--- src/rtl/alu_muldiv_pkg.sv ---
// Shared operation codes, fill constant and FSM state encoding for the ALU
// and the multiply/divide unit.
package alu_muldiv_pkg;

    typedef enum logic [4:0] {
        OPNULL   = 5'h00,
        OPMUL    = 5'h08,
        OPMULH   = 5'h09,
        OPMULHSU = 5'h0A,
        OPMULHU  = 5'h0B,
        OPDIV    = 5'h0C,
        OPDIVU   = 5'h0D,
        OPREM    = 5'h0E,
        OPREMU   = 5'h0F
    } op_t;

    // Wide zero; users narrow it with a size cast to their own WIDTH.
    localparam logic [127:0] ZERO = '0;

    typedef enum logic [1:0] {
        S_IDLE,
        S_CALC,
        S_DONE
    } state_t;

endpackage

--- src/rtl/muldiv_core.sv ---
// One radix-2 step of an unsigned shift-add multiplier or restoring divider,
// operating on a {hi, lo} register pair.
module muldiv_core #(
    parameter int unsigned WIDTH = 32
) (
    input  logic             div,
    input  logic [WIDTH-1:0] hi,
    input  logic [WIDTH-1:0] lo,
    input  logic [WIDTH-1:0] opr,
    output logic [WIDTH-1:0] hi_n,
    output logic [WIDTH-1:0] lo_n
);

    logic [WIDTH:0] sum;
    logic [WIDTH:0] shifted;
    logic [WIDTH:0] diff;

    always_comb begin
        sum     = {1'b0, hi} + (lo[0] ? {1'b0, opr} : '0);
        shifted = {hi, lo[WIDTH-1]};
        // Remainder stays below the divisor, so bit WIDTH of diff is the borrow.
        diff    = shifted - {1'b0, opr};
        hi_n    = '0;
        lo_n    = '0;
        if (div) begin
            hi_n = diff[WIDTH] ? shifted[WIDTH-1:0] : diff[WIDTH-1:0];
            lo_n = {lo[WIDTH-2:0], ~diff[WIDTH]};
        end else begin
            hi_n = sum[WIDTH:1];
            lo_n = {sum[0], lo[WIDTH-1:1]};
        end
    end

endmodule

--- src/rtl/alu_muldiv.sv ---
// Iterative multiply/divide unit: operands are reduced to magnitudes on accept,
// processed one bit per cycle by muldiv_core, and sign-corrected in DONE.
module alu_muldiv
    import alu_muldiv_pkg::*;
#(
    parameter int unsigned WIDTH    = 32,
    parameter int unsigned FAST_MUL = 0
) (
    input  logic             iCLK,
    input  logic             iRST,
    input  logic             iStart,
    input  logic [4:0]       iControl,
    input  logic [WIDTH-1:0] iA,
    input  logic [WIDTH-1:0] iB,
    input  logic             iAbort,
    output logic             oReady,
    output logic             oValid,
    output logic [WIDTH-1:0] oResult
);

    localparam int unsigned CW = $clog2(WIDTH);

    state_t             state;
    logic [CW-1:0]      cnt;
    logic [4:0]         op_q;
    logic               div_q;
    logic               neg_q;
    logic               neg_r;
    logic               byp_q;
    logic [WIDTH-1:0]   byp_res;
    logic [WIDTH-1:0]   hi;
    logic [WIDTH-1:0]   lo;
    logic [WIDTH-1:0]   opr;
    logic [WIDTH-1:0]   hi_n;
    logic [WIDTH-1:0]   lo_n;

    logic               is_mul;
    logic               is_div;
    logic               a_sgn;
    logic               b_sgn;
    logic               known;
    logic               a_neg;
    logic               b_neg;
    logic [WIDTH-1:0]   a_mag;
    logic [WIDTH-1:0]   b_mag;
    logic [2*WIDTH-1:0] prod_f;
    logic               bypass;
    logic [WIDTH-1:0]   byp_val;
    logic [2*WIDTH-1:0] prod_s;
    logic [WIDTH-1:0]   fin_res;

    always_comb begin
        is_mul = 1'b0;
        is_div = 1'b0;
        a_sgn  = 1'b0;
        b_sgn  = 1'b0;
        known  = 1'b1;
        case (iControl)
            OPMUL, OPMULH: begin is_mul = 1'b1; a_sgn = 1'b1; b_sgn = 1'b1; end
            OPMULHSU:      begin is_mul = 1'b1; a_sgn = 1'b1; end
            OPMULHU:       is_mul = 1'b1;
            OPDIV, OPREM:  begin is_div = 1'b1; a_sgn = 1'b1; b_sgn = 1'b1; end
            OPDIVU, OPREMU: is_div = 1'b1;
            default:       known = 1'b0;
        endcase
        a_neg  = a_sgn & iA[WIDTH-1];
        b_neg  = b_sgn & iB[WIDTH-1];
        a_mag  = a_neg ? -iA : iA;
        b_mag  = b_neg ? -iB : iB;
        prod_f = {{WIDTH{a_neg}}, iA} * {{WIDTH{b_neg}}, iB};
        bypass = ~known | (is_mul & (FAST_MUL != 0)) | (is_div & (iB == '0));
        if (!known)
            byp_val = WIDTH'(ZERO);
        else if (is_mul)
            byp_val = (iControl == OPMUL) ? prod_f[WIDTH-1:0] : prod_f[2*WIDTH-1:WIDTH];
        else if (iControl == OPDIV || iControl == OPDIVU)
            byp_val = '1;
        else
            byp_val = iA;
    end

    muldiv_core #(.WIDTH(WIDTH)) u_core (
        .div  (div_q),
        .hi   (hi),
        .lo   (lo),
        .opr  (opr),
        .hi_n (hi_n),
        .lo_n (lo_n)
    );

    always_comb begin
        prod_s = neg_q ? -{hi, lo} : {hi, lo};
        case (op_q)
            OPMUL:                      fin_res = prod_s[WIDTH-1:0];
            OPMULH, OPMULHU, OPMULHSU:  fin_res = prod_s[2*WIDTH-1:WIDTH];
            OPDIV, OPDIVU:              fin_res = neg_q ? -lo : lo;
            OPREM, OPREMU:              fin_res = neg_r ? -hi : hi;
            default:                    fin_res = WIDTH'(ZERO);
        endcase
    end

    always_ff @(posedge iCLK or posedge iRST) begin
        if (iRST) begin
            state   <= S_IDLE;
            cnt     <= '0;
            op_q    <= OPNULL;
            div_q   <= 1'b0;
            neg_q   <= 1'b0;
            neg_r   <= 1'b0;
            byp_q   <= 1'b0;
            byp_res <= '0;
            hi      <= '0;
            lo      <= '0;
            opr     <= '0;
            oReady  <= 1'b1;
            oValid  <= 1'b0;
            oResult <= WIDTH'(ZERO);
        end else begin
            oValid <= 1'b0;
            case (state)
                S_IDLE: begin
                    if (iStart && !iAbort) begin
                        op_q    <= iControl;
                        div_q   <= is_div;
                        neg_q   <= a_neg ^ b_neg;
                        neg_r   <= a_neg;
                        byp_q   <= bypass;
                        byp_res <= byp_val;
                        hi      <= '0;
                        lo      <= is_mul ? b_mag : a_mag;
                        opr     <= is_mul ? a_mag : b_mag;
                        oReady  <= 1'b0;
                        if (bypass) begin
                            state <= S_DONE;
                        end else begin
                            state <= S_CALC;
                            cnt   <= CW'(WIDTH - 1);
                        end
                    end
                end
                S_CALC: begin
                    if (iAbort) begin
                        state  <= S_IDLE;
                        cnt    <= '0;
                        oReady <= 1'b1;
                    end else begin
                        hi <= hi_n;
                        lo <= lo_n;
                        if (cnt == '0)
                            state <= S_DONE;
                        else
                            cnt <= cnt - 1'b1;
                    end
                end
                S_DONE: begin
                    state  <= S_IDLE;
                    oReady <= 1'b1;
                    if (!iAbort) begin
                        oValid  <= 1'b1;
                        oResult <= byp_q ? byp_res : fin_res;
                    end
                end
                default: begin
                    state  <= S_IDLE;
                    oReady <= 1'b1;
                end
            endcase
        end
    end

endmodule

--- config.mk ---
export PLATFORM = sky130hd
export DESIGN_NAME = alu_muldiv
export DESIGN_NICKNAME = d
export VERILOG_FILES = /design/src/rtl/alu_muldiv_pkg.sv /design/src/rtl/muldiv_core.sv /design/src/rtl/alu_muldiv.sv
export SDC_FILE = /design/constraint.sdc
export NUM_CORES = 2
export LEC_CHECK = 0
export CAP_MARGIN = 20
export CORE_MARGIN = 5
export CORE_UTILIZATION = 46
export DETAILED_ROUTE_END_ITERATION = 12
export DONT_BUFFER_PORTS = 1
export PLACE_DENSITY = 0.6
export SLEW_MARGIN = 20
export SYNTH_ARGS = -nofsm -noshare
export SYNTH_HDL_FRONTEND = slang
export SYNTH_SLANG_ARGS = --single-unit
export TNS_END_PERCENT = 30
--- constraint.sdc ---
create_clock -name iCLK -period 10.7 [get_ports iCLK]
set_input_delay 1.07 -clock iCLK [delete_from_list [all_inputs] [get_ports iCLK]]
set_output_delay 1.07 -clock iCLK [all_outputs]
set_load 0.005 [all_outputs]
[After elaboration in Yosys (flattened, before gate mapping)]
Cells that the tools add are included.
Operators by class
  add/subtract/negate cells: 8
  multipliers: 1
  equal/unequal tests: 24
  multiplexer cells: 43
  bitwise operators: 8
  reductions and logical operators: 21
Operator list (number)
  32-bit 2-to-1 mux: 19
  32-bit negator: 4
  32-bit case mux with 2 select lines: 2
  32-bit case mux with 4 select lines: 1
  5-bit by 4-bit == test with 1-bit output, second input constant: 16
  33-bit by 33-bit multiplier with 64-bit output: 1
  64-bit 2-to-1 mux: 1
  64-bit negator: 1
  32-bit by 33-bit adder with 33-bit output: 1
  33-bit by 32-bit subtractor with 33-bit output: 1
  32-bit logical NOT: 1
  5-bit 2-to-1 mux: 4
  4-bit OR reduction: 3
  5-bit case mux with 2 select lines: 1
  1-bit 2-to-1 mux: 9
  2-bit 2-to-1 mux: 4
  2-bit != test, second input constant: 4
  2-bit AND reduction: 4
  8-bit OR reduction: 1
  3-bit != test, second input constant: 2
  5-bit logical NOT: 1
  5-bit OR reduction: 1
  5-bit by 1-bit subtractor with 5-bit output, second input constant: 1
  2-bit case mux with 2 select lines: 1
  other kinds (16): 21
Word-level totals
  register bits: 178
  input bits: 73
  output and inout port bits: 34

[Longest topological paths before layout]
  depth after elaboration: 8
  gate-level depth with buffers: 34
  mapped depth without buffers: 29

[Cells and area by module]
Synthesis repeated with hierarchy kept, for this count alone.
Second synthesis, totals
  cells, all modules: 6537
  area total of the unflattened synthesis: 54742.5 µm²
Modules (own cells, without submodules)
  alu_muldiv: instances 1, cells each 5861, area an instance 50064.3 µm², seq. area each 4455.5 µm²
  muldiv_core: instances 1, cells each 676, area an instance 4678.2 µm², seq. area each 0.0 µm²

[Least setup slack after synthesis]
Ideal clock, no wire load.
  kind: input-to-reg
  from: input port iControl[3]
  to: register byp_res[27]
  arrival: 9.450 ns
  data required time: 10.571 ns
  setup slack: 1.121 ns
  stages on the path: 31
  buffers on the path: 6
  path through: nor2b_1 -> clkbuf_1 -> and3_1 -> clkbuf_1 -> clkbuf_1 -> clkbuf_1 -> clkbuf_1 -> nand2_1 -> fa_1 -> fa_1 -> inv_1 -> fa_1 -> inv_1 -> fa_1 -> inv_1 -> fa_1 -> fa_1 -> fa_1 -> inv_1 -> fa_1 -> inv_1 -> ha_1 -> clkbuf_1 -> a21oi_1 -> o21bai_1 -> a21oi_1 -> o21a_1 -> a311oi_1 -> or3_1 -> a21oi_1 -> o21ai_0
Between the ends
  longest elaborated chain between the ends: 8
Ends and longest elaborated chain
  from (decl): RTL line alu_muldiv.sv:12  | input logic [4:0] iControl,
  5-bit by 4-bit == test with 1-bit output (on tied branches): RTL line alu_muldiv.sv:58, alu_muldiv.sv:75, alu_muldiv.sv:76
  5-bit OR reduction (no source line) or 4-bit OR reduction (tied branches)
  1-bit 2-to-1 mux: RTL line alu_muldiv.sv:58  | case (iControl)
  1-bit bitwise AND (on tied branches): RTL line alu_muldiv.sv:66, alu_muldiv.sv:67
  33-bit by 33-bit multiplier with 64-bit output: RTL line alu_muldiv.sv:70  | prod_f = {{WIDTH{a_neg}}, iA} * {{WIDTH{b_neg}}, iB};
  32-bit 2-to-1 mux: RTL line alu_muldiv.sv:75  | byp_val = (iControl == OPMUL) ? prod_f[WIDTH-1:0] : prod_f[2*WIDTH-1:WIDTH];
  32-bit 2-to-1 mux: RTL line alu_muldiv.sv:74  | else if (is_mul)
  32-bit 2-to-1 mux *: RTL line alu_muldiv.sv:72  | if (!known)
  to (signal assigned): RTL line alu_muldiv.sv:128  | byp_res <= byp_val;
  to (decl): RTL line alu_muldiv.sv:30  | logic [WIDTH-1:0] byp_res;
Mark *: on every way between the ends. The rest lies on a longest branch, timed or not.
A chain may end at the register's enable or synchronous reset.

[Final worst setup path]
  from: input port iControl[2]
  to: register byp_res[28]
The elaborated chain is that of the path after synthesis.

==> flow_metrics.tcl <==
set metrics [dict create \
    r2r-end "hi[14]$_DFFE_PP0P_" \
    netlist_instances 6488 \
    cts-root-buf "clkbuf_16" \
    numCtsBuffers 17 \
    worstHoldPathType "reg -> reg" \
    critPathMaxStageDelay_ps 590 \
    fmax_mhz 106.7 \
    num_vias 44130 \
    synth_top_area_cell "fa_1" \
    grt_max_degree 87 \
    fin_ws_ps 1332 \
    synth_area_leaders "fa_1 (41%), inv_1 (8.6%), dfrtp_1 (8.1%)" \
    critPathSlowestCell "fa_1" \
    n_fill_cell 11620 \
    r2r_cells 15 \
    synthToLayoutAreaGrowth_pct 2.214 \
    drv_slew 0 \
    cts_hold_buf 0 \
    wire_per_inst_um 23.02 \
    crit_arrival_ps 9670 \
    async_flop_share_pct 100.0 \
    clk_latency_ps 480 \
    max_cap_violations 0 \
    fp.coreArea_um2 117900 \
    drc 0 \
    max_slew.worst_pin.slew_ps 1104 \
    synth-edff-count 0 \
    cts.clk_slew.worst_paths_ps 80 \
    setup-tns-final_ps 0 \
    vias_per_cell 5.759 \
    crit_start "iControl[2]" \
    syn_area_um2 54590 \
    rr_startpoint "lo[31]$_DFFE_PP0P_" \
    ant_nets 0 \
    whs_ps 495.6 \
    regArea_um2 4458 \
    place.gp.congestion 0.9194 \
    dieArea_um2 125700 \
    hpwlAfterDp_mm 134.3 \
    syn_avg_cell_area_um2 8.415 \
    cp-end-kind "register" \
    multiInputGateArea_um2 43870 \
    fin_worst_skew_ps 18.20 \
    drt_iter0_markers 3805 \
    startpoint_type "input pin" \
    finalSetupViolations 0 \
    worstPathRequired_ps 11010 \
    yosysSeqAreaShare_pct 8.161 \
    synth.yosys.warnings 0 \
    start_util_pct 46.30 \
    die_h_um 354.5 \
    grt_pass1_vias 45310 \
    whs_path_depth 2 \
    pin_count 107 \
    fin_crit_sh_pct 87.56 \
    yosysTopAreaCellShare_pct 41.33 \
    grt_pass1_wl_mm 276.6 \
    drive_gt1_share_pct 2.090 \
    cts_max_level 4 \
    synth-seq-cells 178 \
    cts_resized 0 \
    criticalPathCategory "in -> reg" \
    cts_sinks 178 \
    grt.overflow.total 0 \
    synth_top_cells_by_count "inv_1 (1250), fa_1 (1127), nand2_1 (999)" \
    first_pass_iters 6 \
    post-synth-top-count-cell "inv_1" \
    syn-num-nets 7970 \
    endpoint "byp_res[28]$_DFFE_PP0P_" \
    grt_use_total_pct 28.35 \
    ys.flop_type "dfrtp_1" \
    pre_cts_ws_ps 630.4 \
    rsz0062_at_grt "no" \
    clockBufferDepth 2 \
    post_cts_buffers 0 \
    wirelength_mm 176.4 \
    cts_tree "done" \
    antenna_found_initial 4 \
    period_needed_ps 9368 \
    nets 7593 \
    status "finished clean" \
    io_buffers 0 \
    std_cell_rows 126 \
    die_w_um 354.5 \
    relSlewSlack_pct 26.23 \
    finalHoldViolCount 0 \
    reg2reg_slack_ps 5720 \
    final_util_pct 47.32 \
    crit_fanout 13 \
    ys_types 83 \
]
==> area by class of cell <==
cell class	instances	share of cell area, %
antenna	4	0.01794
clock buffer	18	0.7870
clock inverter	13	0.3094
inverter	1250	8.422
multi-input combinational	4633	78.61
sequential	178	7.989
tap	1536	3.444
timing repair buffer	31	0.4170
==> sequential cells by signal, summed over array words and instances, names as in the netlist, 2 cells and up <==
signal / count
byp_res: 32
hi: 32
lo: 32
oResult: 32
opr: 32
cnt: 5
op_q: 5
state: 2
==> layer usage <==
metal | wire length [µm] | global-route usage, % | up-vias
li1 | - | - | 19240
met1 | 75980 | 40.67 | 22700
met2 | 78680 | 43.75 | 1897
met3 | 15030 | 5.035 | 296
met4 | 6705 | 9.311 | 0
met5 | 0 | 0 | -
==> placed cells by master, fill, tap and decap left out, types with 16 or more instances in the layout <==
cell and n:
a21oi_1 311, o31ai_1 34, a22oi_1 25, mux2i_1 61, nand2_1 998, nor2_1 301
o221ai_1 23, o21bai_1 23, xnor2_1 142, o21a_1 33, xor2_1 85, fa_1 1126
a31oi_1 52, a21o_1 64, nand3_1 50, o211ai_1 33, or2_2 16, o22ai_1 19
nor3_1 71, ha_1 282, nand2b_1 34, a211oi_1 22, buf_4 31, and2_1 308
clkbuf_16 17, and3_1 31, inv_1 1249, or3_1 29, o21ai_0 233, dfrtp_1 175
a221oi_1 22
==> worst min-delay path by stage <==
stage / slack, ps / start / endpoint
2_1_floorplan: 440 / op_q[4]$_DFFE_PP0P_ / op_q[4]$_DFFE_PP0P_
3_3_place_gp: 460 / op_q[4]$_DFFE_PP0P_ / op_q[4]$_DFFE_PP0P_
3_5_place_dp: 470 / op_q[4]$_DFFE_PP0P_ / op_q[4]$_DFFE_PP0P_
4_1_cts: 490 / op_q[4]$_DFFE_PP0P_ / op_q[4]$_DFFE_PP0P_
5_1_grt: 500 / op_q[4]$_DFFE_PP0P_ / op_q[4]$_DFFE_PP0P_
6_report: 500 / opr[1]$_DFFE_PP0P_ / opr[1]$_DFFE_PP0P_
==> logic make-up after synthesis <==
group | share of synthesized area (%)
AND/OR/NAND/NOR | 16.08
buffers and inverters | 11.58
adder cells (fa/ha/maj) | 47.79
AO/OA/AOI/OAI | 11.43
XOR/XNOR | 3.658
flip-flops | 8.161
multiplexers | 1.304
==> metrics by stage <==
stage | instances | instance area (µm²)
6_report | 7663 | 55800
5_1_grt | 7659 | 55790
4_1_cts | 7659 | 55780
3_5_place_dp | 7628 | 55170
3_3_place_gp | 7628 | 55170
2_1_floorplan | 6488 | 54590
==> critical path, delay by kind of cell <==
family	cells	cell delay (ps)
AOI/OAI and AO/OA	9	1860
xor gates and xnor gates	1	270
adders and majority gates	9	4400
and+or+nand+nor	3	730
buffers and inverters	7	1340
Power is not shown: default switching activity piles up to over one toggle a cycle in this logic, so the estimate is an artifact.
